`config.mk`:
```
export PLATFORM = sky130hd
export DESIGN_NAME = pipeline_drain_ctrl
export DESIGN_NICKNAME = d
export VERILOG_FILES = /design/src/rtl/pipeline_drain_ctrl.sv
export SDC_FILE = /design/constraint.sdc
export NUM_CORES = 1
export LEC_CHECK = 0
export BUFFER_PORTS_ARGS = -buffer_cell sky130_fd_sc_hd__buf_2
export CORE_AREA = 3 3 40 42
export CTS_BUF_LIST = sky130_fd_sc_hd__clkbuf_8
export CTS_CLUSTER_SIZE = 14
export DETAILED_ROUTE_END_ITERATION = 10
export DIE_AREA = 0 0 43 45
export GPL_TIMING_DRIVEN = 0
export PLACE_DENSITY = 0.7
export RECOVER_POWER = 100
export SETUP_SLACK_MARGIN = 0.2
export SYNTH_ARGS = -nofsm -noshare
export SYNTH_HDL_FRONTEND = slang
export SYNTH_SLANG_ARGS = --single-unit
```
`constraint.sdc`:
```
create_clock -name clk -period 3.5 [get_ports clk]
set_input_delay 0.7 -clock clk [delete_from_list [all_inputs] [get_ports clk]]
set_output_delay 0.7 -clock clk [all_outputs]
set_load 0.03 [all_outputs]
```
`src/rtl/pipeline_drain_ctrl.sv`:
```
`timescale 1ns/1ps
// ---------------------------------------------------------------------------
// pipeline_drain_ctrl
//
// Stage-enable sequencer for the 5-stage MIPS pipeline. It gates fetch and
// shifts a per-stage valid token down the pipeline. This lets the pipeline
// fill from a halted state and drain in-flight instructions on a halt
// request before reporting halted.
//
// Parameters:
//   STAGES        number of inter-stage registers driven (legal 2..16)
//
// Ports:
//   clk           rising-edge clock
//   reset         asynchronous, active-low reset
//   halt_req      level: stop fetch and drain the pipeline
//   resume_req    level: restart from HALTED
//   stall         hazard stall, freezes the valid-token shift
//   flush         kill all in-flight instructions
//   fetch_ena     PC/fetch advance enable (FILL or RUN)
//   stage_ena     bit i enables inter-stage register i (bit 0 = IF/ID)
//   draining      high while in DRAIN
//   halted        high while in HALTED
//   drain_cycles  (PIPELINE_DRAIN_CNT_EN only) saturating count of cycles
//                 spent in the most recent DRAIN, stalls included
//
// Optional feature macro: PIPELINE_DRAIN_CNT_EN
// ---------------------------------------------------------------------------
module pipeline_drain_ctrl #(
  parameter int STAGES = 4
) (
  input  logic              clk,
  input  logic              reset,
  input  logic              halt_req,
  input  logic              resume_req,
  input  logic              stall,
  input  logic              flush,
  output logic              fetch_ena,
  output logic [STAGES-1:0] stage_ena,
  output logic              draining,
  output logic              halted
`ifdef PIPELINE_DRAIN_CNT_EN
  ,
  output logic [7:0]        drain_cycles
`endif
);

  typedef enum logic [1:0] {
    ST_HALTED = 2'd0,
    ST_FILL   = 2'd1,
    ST_RUN    = 2'd2,
    ST_DRAIN  = 2'd3
  } state_t;

  state_t            state_reg, state_next;
  logic [STAGES-1:0] v_reg, v_next, v_shift;
  logic              fetch_ena_reg, draining_reg, halted_reg;
  logic              low_full, low_empty;

  // Token shift: a new token enters stage 0 whenever fetch is enabled.
  genvar gi;
  generate
    for (gi = 0; gi < STAGES; gi++) begin : g_shift
      if (gi == 0) begin : g_head
        assign v_shift[gi] = fetch_ena_reg;
      end else begin : g_body
        assign v_shift[gi] = v_reg[gi-1];
      end
    end
  endgenerate

  // Looking at the lower STAGES-1 bits tells us what the shift will produce
  // in the top STAGES-1 bits; fill completes / drain empties on this shift.
  assign low_full  = &v_reg[STAGES-2:0];
  assign low_empty = ~|v_reg[STAGES-2:0];

  always_comb begin
    state_next = state_reg;
    if (flush) begin
      unique case (state_reg)
        ST_FILL, ST_RUN: state_next = halt_req ? ST_HALTED : ST_FILL;
        ST_DRAIN:        state_next = ST_HALTED;
        default:         state_next = ST_HALTED;
      endcase
    end else begin
      unique case (state_reg)
        ST_HALTED: if (resume_req && !halt_req) state_next = ST_FILL;
        ST_FILL: begin
          if (halt_req)               state_next = ST_DRAIN;
          else if (!stall && low_full) state_next = ST_RUN;
        end
        ST_RUN:    if (halt_req) state_next = ST_DRAIN;
        // resume_req is deliberately ignored here; it must be reissued
        // once HALTED is reached.
        ST_DRAIN:  if (!stall && low_empty) state_next = ST_HALTED;
        default:   state_next = ST_HALTED;
      endcase
    end
  end

  always_comb begin
    v_next = v_reg;
    if (flush)       v_next = '0;
    else if (!stall) v_next = v_shift;
  end

  // Outputs are registered from the next state so they line up exactly
  // with the state register.
  always_ff @(posedge clk or negedge reset) begin
    if (!reset) begin
      state_reg     <= ST_HALTED;
      v_reg         <= '0;
      fetch_ena_reg <= 1'b0;
      draining_reg  <= 1'b0;
      halted_reg    <= 1'b1;
    end else begin
      state_reg     <= state_next;
      v_reg         <= v_next;
      fetch_ena_reg <= (state_next == ST_FILL) || (state_next == ST_RUN);
      draining_reg  <= (state_next == ST_DRAIN);
      halted_reg    <= (state_next == ST_HALTED);
    end
  end

  assign fetch_ena = fetch_ena_reg;
  assign stage_ena = v_reg;
  assign draining  = draining_reg;
  assign halted    = halted_reg;

`ifdef PIPELINE_DRAIN_CNT_EN
  logic [7:0] drain_cnt_reg;

  // Cleared on the edge that enters DRAIN, then counts every edge taken
  // while in DRAIN (stalled or not), saturating at 255. Holds otherwise.
  always_ff @(posedge clk or negedge reset) begin
    if (!reset) begin
      drain_cnt_reg <= 8'd0;
    end else if (state_next == ST_DRAIN && state_reg != ST_DRAIN) begin
      drain_cnt_reg <= 8'd0;
    end else if (state_reg == ST_DRAIN && drain_cnt_reg != 8'hFF) begin
      drain_cnt_reg <= drain_cnt_reg + 8'd1;
    end
  end

  assign drain_cycles = drain_cnt_reg;
`endif

endmodule

```
After elaboration in Yosys (flattened, before gate mapping)
Index checks and enable logic that the tools add are counted.
- register bits after elaboration: 9
- logic and storage cells: 35
- equality and inequality tests: 7
- mux-type cells: 11
- reductions and logical operators: 12
- operators by type and width (cell ; count):
    2-to-1 mux 2 bit ; 6
    equality test 2 bit (second input constant) ; 4
    2-to-1 mux 4 bit ; 2
    case mux 2 bit (4 select lines) ; 1
    equality test 2 x 1 -> 1 bit (second input constant) ; 2
    logical NOT 2 bit ; 2
    logical AND 1 bit ; 3
    logical NOT 1 bit ; 3
    AND reduction 3 bit ; 1
    OR reduction 3 bit ; 1
    2-to-1 mux 1 bit ; 2
    != test 2 x 1 -> 1 bit (second input constant) ; 1
    OR reduction 2 bit ; 1
    logical OR 1 bit ; 1

Longest topological paths before layout
Gate-level depths: netlist of run 1.
- word-level depth: 8
- depth in mapped cells: 7

Worst setup path before layout of run 1
No wires, ideal clock.
- kind: in2reg
- start: in stall
- end: reg fetch_ena_reg (netlist: fetch_ena)
- setup time: 0.126 ns
- arrival time: 1.905 ns
- data required time: 3.374 ns
- slack: 1.469 ns
- stages on the path: 6
- cell sequence: buf_6 -> and4b_1 -> a21oi_1 -> a31o_1 -> a221o_1 -> ha_1
- cells in the longest elaborated chain, start to end: 8
- elaborated cells between the ends (all ways): 11
- RTL lines (element ; line ; RTL):
    start: declaration ; 36 ; input logic stall,
    logical NOT 1 bit (*) ; n/a ;
    logical AND 1 bit ; 90 ; else if (!stall && low_full) state_next = ST_RUN;
    2-to-1 mux 2 bit ; 90 ;
    2-to-1 mux 2 bit ; 89 ; if (halt_req) state_next = ST_DRAIN;
    case mux 2 bit (4 select lines) (*) ; 86 ; unique case (state_reg)
    2-to-1 mux 2 bit (*) ; 79 ; if (flush) begin
    equality test 2 x 1 -> 1 bit / equality test 2 bit (equally long branches) ; 119 ; fetch_ena_reg <= (state_next == ST_FILL) || (state_next == ST_RUN);
    logical OR 1 bit (*) ; 119 ;
    end signal: assignment ; 119 ;
    end: declaration ; 57 ; logic fetch_ena_reg, draining_reg, halted_reg;
Every way passes the cells marked *; elsewhere a longest branch is shown, timed or not.
A chain may end at the register's enable or synchronous reset.

Worst setup path after layout of run 1
Ends and elaborated chain as after synthesis.

==> key figures, run 1 <==
Outcome
  – Status: finished, final reports clean

Power
  – P_sw: 164 uW
  – Internal: 274 uW
  – PD cells: around 730 nW/um^2
  – Combinational share of power: approximately two fifths
  – Max VDD drop: roughly 0.00035 V
  – Static leakage: 0.000284 uW
  – Seq pwr share: 34.6%
  – Clock power frac: 25.4%
  – Sw Ratio: 37.5%

Setup path
  – Critical path endpoint category: register
  – Critical-path cell list: clkbuf_1 > and4b_1 > a21oi_1 > a31o_1 > a221o_1 > ha_1
  – Crit-path max FO: 6
  – Crit Path Category: primary input to register
  – CP max stage delay: 0.37 ns
  – Crit start category: primary input
  – Critical path's slowest cell: a221o_1
  – CP arrival: 2.11 ns
  – Worst Path Required: 3.61 ns

Synthesis
  – Post-Synthesis Cells: 45
  – Area leader, netlist: dfrtp_1
  – Post-synth net total: 57
  – Sequential-to-total area share from yosys stat: between 40 and 50%
  – Count of cell types in the netlist: 21
  – Synth top area share: 39.6%
  – Synthesized area: 505 um^2
  – Number of synthesized flops with an enable pin: 0
  – Primary FF master, synth: dfrtp_1
  – Mean Syn Cell Area: 11.2 um^2
  – Top-count cell post-synth: dfrtp_1
  – #FFs+latches synth: 9
  – Most frequent cells after synthesis: dfrtp_1 (8), ha_1 (6), inv_1 (5), nor2_1 (5), mux2i_1 (4)
  – Share of flip-flops with an asynchronous set or reset: 100%
  – Yosys Warn Count: 0
  – Top post-synthesis cells by area: dfrtp_1 (40%), ha_1 (15%), mux2i_1 (7.9%)

STA
  – Final hold slack: 0.391 ns
  – Ratio of final minimum period to clock period: 57.2%
  – Fin crit period: around 2 ns
  – RSZ-0062 raised after global routing: no
  – Max Transition Viols Final: 0
  – Clock skew: 0.000875 ns
  – Slew HR: 70.3%
  – Worst Tran Pin Value: 0.446 ns
  – Fin Setup TNS: 0 ns
  – Setup Viol. Count Final: 0
  – FMAX: 499 MHz
  – Endpoints failing hold: 0

Floorplanning
  – Row Count: 13
  – Initial cell density of the core: between 30 and 40%
  – Ports: 13
  – Chip width: 43 um
  – DIE HEIGHT: 45 um
  – Core area: 1280 um^2
  – Die Footprint: 1940 um^2

CTS
  – Sink Count: 9
  – Root Buffer Master: clkbuf_8
  – CTS Buffer Depth: 2
  – Post-CTS setup buffers: 0
  – Latest clock arrival within the worst-skew pair: around 0.22 ns
  – Post-CTS sizing: 0
  – CTS tree: done
  – Htree depth: 1
  – Hold_buf cts: 0
  – Clock slew at reported path FFs: 0.04 ns
  – CTS buffer count: 3

Hold path
  – Worst Hold Class: primary input to async pin

Placement
  – PortBufs: 10
  – DP Wirelength: ~720 um
  – Placed Cells: 70
  – Dpl cell area: 574 um^2
  – Final GP Congestion: 0.705

Global routing
  – Vias in the first global route: approximately 330
  – Global-route wire length before repair: about 1.3 mm
  – Initial antenna violation count: 0
  – Grt ovf: 0
  – Largest net degree at the start of global routing: 10
  – Global Route Usage Sum: 9.19%

Route
  – DR iter-0 viols: 5
  – Via total after detailed routing: roughly 370
  – Antenna viol nets, final: 0
  – WL final: 870 um
  – DRC errors left: 0
  – Average wire per standard cell: between 10 and 15 um
  – Via density per instance: about 5
  – Pre-antenna DRT Iters: 4

Cells and area
  – Layout cells sized above 1: between 10% and 20%
  – Final instance area: 602 um^2
  – Post-Layout Cell Count: 74
  – Layout area overhead: 19.1%
  – Nets: 72
  – N_diodes: 0
  – FILL cells: about 120
  – Max reg flops: 4

Run
  – Max_cap viols: 0
## path summary, 6_finish.rpt
| kind | start | to | slack (ns) | depth (start not counted) |
|---|---|---|---|---|
| max | stall | fetch_ena | 1.50 | 6 |
| min | reset | stage_ena[3] | 0.39 | 1 |
| max reg2reg | state_reg[1] | fetch_ena | 1.68 | 7 |
| min reg2reg | stage_ena[3] | stage_ena[3] | 0.53 | 2 |
| max in group asynchronous | reset | halted | 2.77 | 1 |
| min in group clk | stage_ena[3] | stage_ena[3] | 0.53 | 2 |
## cells in the final DEF (no fill, tap or decap)
master / instances
inv_1: 6
o2111ai_1: 1
clkbuf_1: 10
a221o_1: 1
dfstp_2: 1
nor2_1: 5
a21o_1: 1
mux2i_1: 4
a32oi_1: 1
a21oi_1: 2
nand2b_1: 1
o41ai_1: 1
a221oi_1: 1
and4b_1: 1
buf_2: 2
o21a_1: 1
a31oi_1: 1
clkbuf_8: 3
ha_1: 6
dfrtp_1: 8
a31o_1: 1
a32o_1: 1
## power groups by stage
stage,combinational [uW],clock [uW],sequential (uW)
floorplan,108,0,182
finish,175,111,152
detailed placement,182,0,152
global route,192,120,156
global placement,179,0,152
CTS,184,115,151
## per-stage QoR
step | total power, uW | util [%] | worst slack [ns]
floorplan | 290 | - | 1.47
global placement | 331 | 44.7 | 1.40
detailed placement | 335 | 44.7 | 1.37
CTS | 450 | 48.2 | 1.60
global route | 467 | 46.8 | 1.44
finish | 438 | 46.8 | 1.50
## critical path, delay by kind of cell
kind / cells / cell delay, ns
compound gates: 3 / 0.65
fa+ha+maj: 1 / 0.27
buf+inv: 1 / 0.17
simple gates: 1 / 0.32
## final cells by class
cell class	count	area [um^2]	share of cell area (%)
buffer	2	7.51	1.25
sequential	9	226	37.6
tap	15	18.8	3.12
multi-input combinational	29	245	40.7
clock inverter	1	3.75	0.624
timing repair buffer	10	40.0	6.65
clock buffer	3	41.3	6.86
inverter	5	18.8	3.12
## cell families (layout without fill, tap and decap cells)
| group | count (synthesis) | in the layout | share of synthesized area (%) |
|---|---|---|---|
| buf+inv | 7 | 21 | 6.68 |
| mux | 4 | 4 | 7.92 |
| compound gates | 12 | 12 | 18.8 |
| simple gates | 7 | 7 | 6.93 |
| fa+ha+maj | 6 | 6 | 14.9 |
| flops | 9 | 9 | 44.8 |
## routing by layer
metal / track usage [%] / share of wire [%] / vias to the layer above
met5: 0 / 0 / -
met2: 16.2 / 52 / 6
li1: - / - / 191
met1: 10.0 / 44 / 169
met4: 3.61 / 0 / 0
met3: 3.59 / 3.7 / 0
(Power assumes the default switching activity.)
==> inputs of run 2 (changes only) <==
- clock period: 3.5 -> 2 ns (I/O delays scaled with it)
==> run 2 against run 1 <==
Register-to-register slack worse by 1.4 ns. Largest power group unchanged. Cell area is 5.8% higher. Via count is 7.1% higher. Critical path type is now register to register. Worst hold slack worse by 0.30 ns. First-iteration DRC count is 120% higher. Non-clock buffer count is 2 higher. Core utilization is 2.7 points higher. Clock skew hardly changed. Setup slack worse by 1.3 ns.
==> key figures, run 2 (synthesis results as in run 1) <==
Power
  – Clock power frac: 24.4% (-1.0 points)
  – P_sw: 296 uW (+81%)
  – Seq pwr share: 33.3% (-1.3 points)
  – Max VDD drop: 0.000620 V (+75%)
  – PD cells: 1250 nW/um^2 (+72%)
  – Sw Ratio: 37.1% (-0.38 points)
  – Static leakage: 0.000301 uW (+5.8%)
  – Internal: 502 uW (+83%)
  – Combinational share of power: 42.3% (+2.3 points)

STA
  – Endpoints failing hold: 0 (unchanged)
  – Setup Viol. Count Final: 0 (unchanged)
  – Setup ws final: 0.232 ns (-1.27 ns)
  – Max Transition Viols Final: 0 (unchanged)
  – Slew HR: 69.6% (-0.68 points)
  – Ratio of final minimum period to clock period: 88.4%
  – Worst Tran Pin Value: 0.456 ns (+0.0102 ns)
  – RSZ-0062 raised after global routing: no
  – Clock skew: 0.000967 ns (+0.0000918 ns)
  – Fin Setup TNS: 0 ns (unchanged)
  – Fin crit period: 1.77 ns
  – FMAX: 565 MHz

Hold path
  – Worst Hold Class: primary input to async pin

Cells and area
  – Post-Layout Cell Count: 76 (+2.7%)
  – Layout cells sized above 1: 21.3% (+11 points)
  – Nets: 74 (+2.8%)
  – Max reg flops: 4 (unchanged)
  – N_diodes: 0 (unchanged)
  – Most frequent cells in the layout: dfrtp_1 (8), clkbuf_1 (8), nor2_1 (5), inv_1 (5)
  – Layout area overhead: 26.0%
  – Post-layout util: 49.6% (+2.7 points)

Route
  – Via total after detailed routing: 392 (+7.1%)
  – Antenna viol nets, final: 0 (unchanged)
  – DRC errors left: 0 (unchanged)
  – Average wire per standard cell: 11.9 um (+1.4%)
  – Via density per instance: 5.16 (+4.3%)
  – Pre-antenna DRT Iters: 4 (unchanged)
  – WL final: 906 um (+4.1%)
  – DR iter-0 viols: 11 (+6)

Setup path
  – Crit Path Category: register to register
  – CP arrival: 1.88 ns (-0.23 ns)
  – Crit path from: state_reg[0]
  – R2r startpoint: state_reg[0]
  – Critical path buffers and inverters: 1 (unchanged)
  – Crit start category: register
  – Crit-path max FO: 4 (-2)
  – Critical path endpoint category: register
  – CP max stage delay: 0.39 ns (+0.02 ns)
  – Worst Path Required: 2.11 ns (-1.50 ns)
  – Critical path's top delay family: compound AO/OA/AOI/OAI gates
  – Critical-path cell list: inv_1 > ha_2 > o21a_1 > nor2_1 > o2111ai_1 > a32oi_1 > ha_1
  – Critical path's slowest cell: dfrtp_1

Floorplanning
  – Chip width: 43 um (unchanged)
  – Die Footprint: 1940 um^2 (unchanged)
  – DIE HEIGHT: 45 um (unchanged)
  – Ports: 13 (unchanged)
  – Core area: 1280 um^2 (unchanged)
  – Row Count: 13 (unchanged)
  – Initial cell density of the core: 39.3% (unchanged)

CTS
  – CTS Buffer Depth: 2 (unchanged)
  – Latest clock arrival within the worst-skew pair: 0.22 ns (about the same)
  – Root Buffer Master: clkbuf_8
  – CTS tree: done
  – Clock slew at reported path FFs: 0.04 ns (about the same)
  – CTS buffer count: 3 (unchanged)
  – Sink Count: 9 (unchanged)
  – Htree depth: 1 (unchanged)

Run
  – Max_cap viols: 0 (unchanged)

Placement
  – Worst slack, placed: 0.144 ns (-1.22 ns)
  – Placed Cells: 70 (unchanged)
  – DP Wirelength: 723 um (unchanged)
  – PortBufs: 10 (unchanged)
  – Final GP Congestion: 0.705 (unchanged)

Global routing
  – Vias in the first global route: 330 (+0.92%)
  – Global-route wire length before repair: 1.28 mm (+0.55%)
  – Grt ovf: 0 (unchanged)
  – Initial antenna violation count: 0 (unchanged)
  – Largest net degree at the start of global routing: 10 (unchanged)
  – Global Route Usage Sum: 9.27% (+0.084 points)

Outcome
  – Status: finished, final reports clean
## run 2: changes by cell type in the layout (fill, tap and decap cells not counted)
cell	change
ha_1	-2
ha_2	+2
inv_2	+1
buf_6	+1
buf_1	+1
clkbuf_4	+1
o41ai_2	+1
clkbuf_1	-2
buf_4	+1
o41ai_1	-1
inv_1	-1
## run 2: power groups by stage
stage,Sequential [uW],Clock (uW),Combinational [uW]
CTS,263,201,342
global placement,266,0,312
detailed placement,266,0,319
floorplan,318,0,189
finish,266,195,338
global route,273,209,371
## run 2: area by class of cell
| type | count | area, um^2 |
|---|---|---|
| flip-flops and latches | 9 | 226 |
| clock buffers | 3 | 41.3 |
| inverters | 5 | 18.8 |
| clock inverters | 1 | 3.75 |
| fillers | 123 | 648 |
| well taps | 15 | 18.8 |
| repair buffers | 12 | 55.1 |
| multi-input cells | 29 | 258 |
| plain buffers | 2 | 15.0 |
## run 2: what timing repair did
item	4_1_cts	5_1_grt
setup endpoints to repair	2	2
gates resized for setup	1	6
setup buffers	1	1
pin swaps	1	6
hold buffers	0	0
## run 2: path summary, 6_finish.rpt
| check | endpoint | slack (ns) | cells past startpoint |
|---|---|---|---|
| worst min register to register | stage_ena[3] | 0.53 | 2 |
| worst max register to register | fetch_ena | 0.23 | 7 |
| min in group clk | stage_ena[3] | 0.47 | 3 |
| max in group asynchronous | halted | 1.57 | 1 |
| worst min-delay path | stage_ena[3] | 0.09 | 1 |
| worst max-delay path | fetch_ena | 0.23 | 7 |
## run 2: layer usage
metal / vias to the layer above / GRT usage, % / wire [um]
met3: 0 / 3.59 / 30
met4: 0 / 3.61 / 0
li1: 196 / - / -
met2: 6 / 16.5 / 485
met5: - / 0 / 0
met1: 190 / 10.0 / 389
## run 2: through the flow
stage          hold slack, ns  instance area (um^2)  total power, uW
5_1_grt                 0.124                   637              853
6_report               0.0946                   637              799
2_1_floorplan           0.104                   505              507
4_1_cts                0.0140                   629              806
3_3_place_gp            0.253                   574              579
3_5_place_dp            0.255                   574              585
==> inputs of run 3 (changes only) <==
- GPL_TIMING_DRIVEN: 0 -> default
- PLACE_DENSITY: 0.7 -> 0.64
==> run 3 against run 2 <==
Register-to-register slack got worse by 0.02 ns. Core utilization increased by 0.19 points. Routed wire length increased by 15%. Critical endpoint unchanged. Largest cell class unchanged. Highest routed layer is now met4.
==> key figures, run 3 (synthesis results as in run 1) <==
Outcome
  – Status: finished, final reports clean

Floorplanning
  – Chip width: 43 um (unchanged)
  – Ports: 13 (unchanged)
  – Die Footprint: 1940 um^2 (unchanged)
  – Core area: 1280 um^2 (unchanged)
  – DIE HEIGHT: 45 um (unchanged)
  – Row Count: 13 (unchanged)
  – Initial cell density of the core: 39.3% (unchanged)

Global routing
  – Vias in the first global route: 354 (+7.3%)
  – Initial antenna violation count: 0 (unchanged)
  – Largest net degree at the start of global routing: 10 (unchanged)
  – Global Route Usage Sum: 11.8% (+2.5 points)
  – Grt ovf: 0 (unchanged)
  – Global-route wire length before repair: 1.58 mm (+23%)

Setup path
  – Critical path buffers and inverters: 1 (unchanged)
  – Critical-path cell list: inv_2 > ha_2 > o21a_1 > nor2_1 > o2111ai_1 > a32oi_1 > ha_1
  – Crit-path max FO: 4 (unchanged)
  – Critical path's slowest cell: dfrtp_1
  – Crit Path Category: register to register
  – CP max stage delay: 0.41 ns (+0.02 ns)
  – Worst Path Required: 2.12 ns (about the same)
  – Critical path's top delay family: compound AO/OA/AOI/OAI gates
  – Crit start category: register
  – CP arrival: 1.91 ns (+0.03 ns)
  – Critical path endpoint category: register

Cells and area
  – Nets: 75 (+1.4%)
  – Register area: 226 um^2 (unchanged)
  – Layout cells sized above 1: 25.8% (+4.5 points)
  – Post-layout util: 49.8% (+0.19 points)
  – FILL cells: 128 (+4.1%)
  – Layout area overhead: 26.5%
  – N_diodes: 0 (unchanged)
  – Multi-input gate area: 258 um^2 (unchanged)
  – Most frequent cells in the layout: dfrtp_1 (8), clkbuf_1 (8), nor2_1 (5)
  – Max reg flops: 4 (unchanged)

Route
  – WL final: 1.04 mm (+15%)
  – Average wire per standard cell: 13.5 um (+13%)
  – DR iter-0 viols: 10 (-1)
  – Pre-antenna DRT Iters: 2 (-2)
  – Antenna viol nets, final: 0 (unchanged)
  – Via density per instance: 5.21 (+0.97%)
  – DRC errors left: 0 (unchanged)
  – Via total after detailed routing: 401 (+2.3%)

Run
  – Max_cap viols: 0 (unchanged)

Power
  – PD cells: 1300 nW/um^2 (+3.5%)
  – Max VDD drop: 0.000550 V (-11%)
  – Static leakage: 0.000307 uW (+2.2%)

STA
  – Fin Setup TNS: 0 ns (unchanged)
  – Worst Tran Pin Value: 0.471 ns (+0.0152 ns)
  – Max Transition Viols Final: 0 (unchanged)
  – Clock skew: 0.00320 ns (+0.00223 ns)
  – Endpoints failing hold: 0 (unchanged)
  – FMAX: 559 MHz (-1.1%)
  – Setup Viol. Count Final: 0 (unchanged)
  – Setup ws final: 0.212 ns (-0.0200 ns)
  – Slew HR: 68.6% (-1.0 points)
  – Fin crit period: 1.79 ns (+0.0200 ns)
  – Ratio of final minimum period to clock period: 89.4% (+1.0 points)
  – RSZ-0062 raised after global routing: no

CTS
  – Root Buffer Master: clkbuf_8
  – Sink Count: 9 (unchanged)
  – Htree depth: 1 (unchanged)
  – CTS tree: done
  – Clock slew at reported path FFs: 0.05 ns (about the same)
  – CTS Buffer Depth: 2 (unchanged)
  – Latest clock arrival within the worst-skew pair: 0.24 ns (+0.02 ns)
  – CTS buffer count: 3 (unchanged)

Placement
  – Final GP Congestion: 0.772 (+9.4%)
  – Worst slack, placed: 0.161 ns (+0.0164 ns)
  – DP Wirelength: 778 um (+7.6%)
  – PortBufs: 12 (+2)

Hold path
  – Worst Hold Class: primary input to async pin
-- run 3: final timing paths --
kind / cells after the start / start / slack [ns] / endpoint
worst max-delay path: 7 / state_reg[1] / 0.21 / fetch_ena
worst min-delay path: 1 / reset / 0.09 / draining
worst max register to register: 7 / state_reg[1] / 0.21 / fetch_ena
worst min register to register: 2 / stage_ena[3] / 0.53 / stage_ena[3]
max in group asynchronous: 1 / reset / 1.56 / halted
min in group clk: 2 / flush / 0.45 / stage_ena[1]
-- run 3: final cells by class --
| type | instances | area share (%) |
|---|---|---|
| Sequential cell | 9 | 35.4 |
| Tap cell | 15 | 2.94 |
| Timing Repair Buffer | 15 | 11.4 |
| Clock buffer | 3 | 6.46 |
| Inverter | 5 | 2.94 |
| Clock inverter | 1 | 0.587 |
| Multi-Input combinational cell | 29 | 40.3 |
-- run 3: power breakdown --
group	leakage [uW]	internal [uW]	switching, uW
clock	0.0000269	134	77.6
combinational	0.000162	143	205
sequential	0.000119	234	37.1
total	0.000307	510	320
-- run 3: per-stage QoR --
step	hold WS, ns	cells	power, uW	instance area [um^2]
2_1_floorplan	0.104	45	507	505
3_3_place_gp	0.259	70	578	569
3_5_place_dp	0.261	70	583	569
4_1_cts	0.00737	74	807	617
5_1_grt	0.122	77	894	639
6_report	0.0884	77	830	639
-- run 3: layer usage --
layer  GRT usage, %  vias up  share of wire [%]
met1           13.9      192                 41
met3           3.59        3                3.4
met5              0        -                  0
met2           18.0        7                 53
met4           9.04        0                2.0
li1               -      199                  -
-- run 3: repair_timing --
item | 4_1_cts | 5_1_grt
endpoints found under the setup margin | 2 | 2
resized for setup | 1 | 6
hold buffers | 0 | 0
buffers inserted | 0 | 3
pin swaps | 1 | 6
